[src/rtl/imm_pkg.sv]
// Shared definitions for the immediate-extension stage: mode encodings and
// the legality check used to flag unsupported modes.
package imm_pkg;

    localparam int MODE_W = 3;

    localparam logic [MODE_W-1:0] IMM_SEXT   = 3'd0;
    localparam logic [MODE_W-1:0] IMM_ZEXT   = 3'd1;
    localparam logic [MODE_W-1:0] IMM_UPPER  = 3'd2;
    localparam logic [MODE_W-1:0] IMM_BRANCH = 3'd3;
    localparam logic [MODE_W-1:0] IMM_SHAMT  = 3'd4;

    // Codes above IMM_SHAMT are reserved and produce an error-flagged zero.
    function automatic logic is_legal_mode(input logic [MODE_W-1:0] mode);
        return (mode <= IMM_SHAMT);
    endfunction

endpackage

[src/rtl/imm_extend_core.sv]
// Combinational immediate extender: maps a raw IMM_W-bit field and a mode
// code to an XLEN-bit operand plus an illegal-mode flag.
import imm_pkg::*;

module imm_extend_core #(
    parameter int XLEN      = 32,
    parameter int IMM_W     = 16,
    parameter int BR_SHIFT  = 2,
    parameter int SHAMT_LSB = 6
) (
    input  logic [IMM_W-1:0]  i_imm,
    input  logic [MODE_W-1:0] i_mode,
    output logic [XLEN-1:0]   o_imm,
    output logic              o_err
);

    localparam int SHAMT_W = $clog2(XLEN);

    logic signed [XLEN-1:0] w_sext;
    logic        [XLEN-1:0] w_zext;
    logic        [XLEN-1:0] w_shamt_mask;

    // Base sign/zero extensions; written bitwise so XLEN == IMM_W needs no zero-width replication.
    always_comb begin
        w_sext                = {XLEN{i_imm[IMM_W-1]}};
        w_sext[IMM_W-1:0]     = i_imm;
        w_zext                = '0;
        w_zext[IMM_W-1:0]     = i_imm;
        w_shamt_mask          = (XLEN'(1) << SHAMT_W) - XLEN'(1);
    end

    // Mode select; reserved codes fall through to zero with the error flag set.
    always_comb begin
        o_imm = '0;
        o_err = !is_legal_mode(i_mode);
        case (i_mode)
            IMM_SEXT:   o_imm = w_sext;
            IMM_ZEXT:   o_imm = w_zext;
            IMM_UPPER:  o_imm = w_zext << (XLEN - IMM_W);
            IMM_BRANCH: o_imm = w_sext <<< BR_SHIFT;
            IMM_SHAMT:  o_imm = (w_zext >> SHAMT_LSB) & w_shamt_mask;
            default:    o_imm = '0;
        endcase
    end

endmodule

[src/rtl/imm_extend_stage.sv]
// Decode-stage immediate generator: extends the incoming field combinationally
// and registers it into an output register backed by a one-entry skid buffer,
// giving full throughput with a registered in_ready.
import imm_pkg::*;

module imm_extend_stage #(
    parameter int XLEN      = 32,
    parameter int IMM_W     = 16,
    parameter int TAG_W     = 5,
    parameter int BR_SHIFT  = 2,
    parameter int SHAMT_LSB = 6
) (
    input  logic              clk,
    input  logic              reset,
    input  logic              flush,
    input  logic              in_valid,
    output logic              in_ready,
    input  logic [IMM_W-1:0]  in_imm,
    input  logic [MODE_W-1:0] in_mode,
    input  logic [TAG_W-1:0]  in_tag,
    output logic              out_valid,
    input  logic              out_ready,
    output logic [XLEN-1:0]   out_imm,
    output logic [TAG_W-1:0]  out_tag,
    output logic              out_err
);

    logic [XLEN-1:0]  w_ext_imm;
    logic             w_ext_err;
    logic             w_in_fire;
    logic             w_out_free;

    logic             r_vld_p1;
    logic [XLEN-1:0]  r_imm_p1;
    logic [TAG_W-1:0] r_tag_p1;
    logic             r_err_p1;

    logic             r_skid_vld_p1;
    logic [XLEN-1:0]  r_skid_imm_p1;
    logic [TAG_W-1:0] r_skid_tag_p1;
    logic             r_skid_err_p1;

    imm_extend_core #(
        .XLEN      (XLEN),
        .IMM_W     (IMM_W),
        .BR_SHIFT  (BR_SHIFT),
        .SHAMT_LSB (SHAMT_LSB)
    ) u_core (
        .i_imm  (in_imm),
        .i_mode (in_mode),
        .o_imm  (w_ext_imm),
        .o_err  (w_ext_err)
    );

    // in_ready comes straight from the skid flag so there is no path from out_ready.
    assign in_ready   = !r_skid_vld_p1;
    assign w_in_fire  = in_valid && in_ready;
    assign w_out_free = !r_vld_p1 || out_ready;

    // Stage p0 -> p1: output register loads from skid first (FIFO order), else from the extender.
    always_ff @(posedge clk) begin
        if (reset || flush) begin
            r_vld_p1 <= 1'b0;
            r_imm_p1 <= '0;
            r_tag_p1 <= '0;
            r_err_p1 <= 1'b0;
        end else if (w_out_free) begin
            if (r_skid_vld_p1) begin
                r_vld_p1 <= 1'b1;
                r_imm_p1 <= r_skid_imm_p1;
                r_tag_p1 <= r_skid_tag_p1;
                r_err_p1 <= r_skid_err_p1;
            end else if (w_in_fire) begin
                r_vld_p1 <= 1'b1;
                r_imm_p1 <= w_ext_imm;
                r_tag_p1 <= in_tag;
                r_err_p1 <= w_ext_err;
            end else begin
                r_vld_p1 <= 1'b0;
            end
        end
    end

    // Skid entry: captures an accepted transaction while the output is stalled, empties when the output drains.
    always_ff @(posedge clk) begin
        if (reset || flush) begin
            r_skid_vld_p1 <= 1'b0;
            r_skid_imm_p1 <= '0;
            r_skid_tag_p1 <= '0;
            r_skid_err_p1 <= 1'b0;
        end else if (w_out_free) begin
            r_skid_vld_p1 <= 1'b0;
        end else if (w_in_fire) begin
            r_skid_vld_p1 <= 1'b1;
            r_skid_imm_p1 <= w_ext_imm;
            r_skid_tag_p1 <= in_tag;
            r_skid_err_p1 <= w_ext_err;
        end
    end

    assign out_valid = r_vld_p1;
    assign out_imm   = r_imm_p1;
    assign out_tag   = r_tag_p1;
    assign out_err   = r_err_p1;

endmodule

[config.mk]
export PLATFORM = sky130hd
export DESIGN_NAME = imm_extend_stage
export DESIGN_NICKNAME = d
export VERILOG_FILES = /design/src/rtl/imm_pkg.sv /design/src/rtl/imm_extend_core.sv /design/src/rtl/imm_extend_stage.sv
export SDC_FILE = /design/constraint.sdc
export NUM_CORES = 1
export LEC_CHECK = 0
export CORE_MARGIN = 5
export CORE_UTILIZATION = 51
export CTS_BUF_LIST = sky130_fd_sc_hd__clkbuf_16
export CTS_CLUSTER_SIZE = 40
export DETAILED_ROUTE_END_ITERATION = 8
export GPL_TIMING_DRIVEN = 0
export HOLD_SLACK_MARGIN = 0.05
export PLACE_DENSITY_LB_ADDON = 0.08
export SLEW_MARGIN = 10
export SYNTH_ARGS = -nofsm -noshare
export SYNTH_HDL_FRONTEND = slang
export SYNTH_SLANG_ARGS = --single-unit
[constraint.sdc]
create_clock -name clk -period 1.73 [get_ports clk]
set_clock_uncertainty 0.05 [all_clocks]
set_input_delay 0.346 -clock clk [delete_from_list [all_inputs] [get_ports clk]]
set_output_delay 0.346 -clock clk [all_outputs]
set_load 0.005 [all_outputs]
==> metrics.yaml, run 1 <==
outcome: "finished, final reports clean"
power.total_mw: 4.54
grt_max_degree: 14
leakage_nw: 1.74
cts_tree: "built"
grt_pass1_wl_microns: 16900
viasPerCell: 6.27
met3_usage_pct: 4.76
use_met2_pct: 42.3
maxCapViolCount: 0
synth_edf_count: 0
ys_seq_area_share_pct: 45.4
powerDensity_nw_per_um2: 971
clock_latency_ns: 0.33
final_cell_mix: "dfxtp_1, clkdlybuf4s50_1, nor2_1"
min_from: "in_valid"
r2r-end: "out_imm[30]"
post-route-util_pct: 70.0
nets: 499
antenna_found_initial: 0
num_vias: 3482
hold_buffers: 0
post-cts-setup-buffers: 0
critPathCaptureType: "flip-flop"
synth_seq_cells: 78
timing.final.crit_share_pct: 96.7
initial_utilization_pct: 51.5
arrival_ns: 1.84
r2r_start: "r_skid_vld_p1"
clk_path_buf_depth: 2
root_buffer: "clkbuf_16"
ff2ff_path_depth: 5
postRouteAntennaNets: 0
antenna_cells: 0
overflow: 0
place_inst: 539
tightest_slew_ns: 0.723
die_w_microns: 92.1
timing.critical_path.to: "out_imm[27]"
finalNonFillerCells: 555
reg2reg_slack_ns: 0.17
initialDrtViolationCount: 314
ys.warnings.count: 0
synthTopCellsByArea: "dfxtp_1, nor2_1, o21ai_0, a221oi_1, a21oi_1"
dpl.hpwl_microns: 7400
cts_resized: 16
startpoint_type: "input pin"
hold_path_class: "input pin to flip-flop"
slew_viol_final: 0
clk_pin_slew_ns: 0.06
crit_start: "out_ready"
ys.flop_type: "dfxtp_1"
required_ns: 1.90
hold_slack_ns: 0.399
grt_use_met1_pct: 31.2
die_h_microns: 92.1
finalWirelength_microns: 10700
worst-path-max-fanout: 10
ctsHtreeMaxLevel: 3
final.min_clock_period_ns: 1.67
final_common_cell: "dfxtp_1"
worst-setup-path-type: "input pin to flip-flop"
cts_sinks: 78
synthCells: 391
rows: 30
die_area_sq_um: 8490
port_buffers: 68
dr.pass1.iters: 5
hold_viol: 0
io_pins: 69
drc: 0
synth_top_area_share_pct: 45.4
gp_congestion: 0.931
busiest_layer: "met2"
setup_violations: 0
synthArstFlopShare_pct: 0
grt_pass1_vias: 3321
netlist-cell-type-count: 45
numCtsBuffers: 9
relSlewSlack_pct: 51.4
avgRoutedWirePerCell_microns: 19.3
synthToLayoutAreaGrowth_pct: 36.0
synth_area_per_cell_sq_um: 8.80
grt_use_total_pct: 25.4
fmax_ghz: 0.598
irDropWorstVdd_mv: 0.596
syn-cell-area_sq_um: 3440
yosysTopAreaCell: "dfxtp_1"
drive_gt1_share_pct: 16.8
core_sq_um: 6680
synth.net_count: 420
final cells by class:
type	count	area, sq um
plain buffers	38	234
clock buffers	9	225
clock inverters	7	114
fillers	508	2000
inverters	3	11.3
multi-input cells	272	1750
flip-flops and latches	78	1570
well taps	80	100
repair buffers	68	678
state kept, by name, indices dropped and copies added, names as in the netlist:
name	flops
r_skid_err_p1	1
r_skid_imm_p1	32
out_valid	1
out_err	1
r_skid_vld_p1	1
out_tag	5
out_imm	32
r_skid_tag_p1	5
stage by stage:
stage / setup TNS [ns] / setup WS, ns / cell area [sq um]
global route: -0.0231 / -0.0126 / 4680
CTS: 0 / 0.00479 / 4590
global placement: -23.79 / -0.517 / 4220
detailed placement: -25.45 / -0.538 / 4220
floorplan: 0 / 0.298 / 3440
finish: 0 / 0.0569 / 4680
cells by family after synthesis:
family                    after synthesis  synth area share, %
AOI/OAI and AO/OA                     158                 31.2
and+or+nand+nor                       104                 14.3
DFF                                    78                 45.4
buffers and inverters                  41                 6.18
muxes                                   9                 2.73
xor gates and xnor gates                1                0.255
worst min-delay path by stage:
stage | depth (start not counted) | endpoint
finish | 3 | out_valid
global route | 3 | r_skid_vld_p1
CTS | 2 | r_skid_tag_p1[0]
detailed placement | 2 | r_skid_tag_p1[0]
global placement | 2 | r_skid_tag_p1[0]
floorplan | 2 | r_skid_tag_p1[0]
layer usage:
layer,wire [microns],vias up
li1,-,1606
met1,4320,1653
met2,5160,198
met3,943,25
met4,277,0
met5,0,-
critical path, cell delays in order:
cell and delay [ns]:
clkdlybuf4s50_1 0.41, nand2b_1 0.15, buf_4 0.18, and2_1 0.16, buf_4 0.16, buf_4 0.18, o21ai_0 0.17, a21oi_1 0.06
cell usage after synthesis (all sizes together), types with 3 or more instances:
library cell and n:
buf 24, inv 3, nor3b 4, nor2b 4
o22ai 3, dfxtp 78, mux2i 6, o21ai 49
a22oi 14, a221oi 23, a21o 3, clkbuf 14
nor2 64, mux2 3, a22o 13, a32oi 6
a21oi 30, a211oi 12, nor3 3, nand2 15
where the power goes:
part	internal [mW]	leakage, nW	switching, mW
combinational	0.252	0.945	0.296
sequential	1.84	0.633	0.0211
clock	1.40	0.164	0.736
Power figures use the tool's default switching activity.
==> inputs of run 2 (changes only) <==
--- a/config.mk
+++ b/config.mk
@@ -8,6 +8,7 @@
 export CORE_MARGIN = 5
 export CORE_UTILIZATION = 51
 export CTS_BUF_LIST = sky130_fd_sc_hd__clkbuf_16
+export CTS_CLUSTER_DIAMETER = 100
 export CTS_CLUSTER_SIZE = 40
 export DETAILED_ROUTE_END_ITERATION = 8
 export GPL_TIMING_DRIVEN = 0
==> results of run 2 <==
The final DEF is identical to that of run 1; final timing and power are the same.
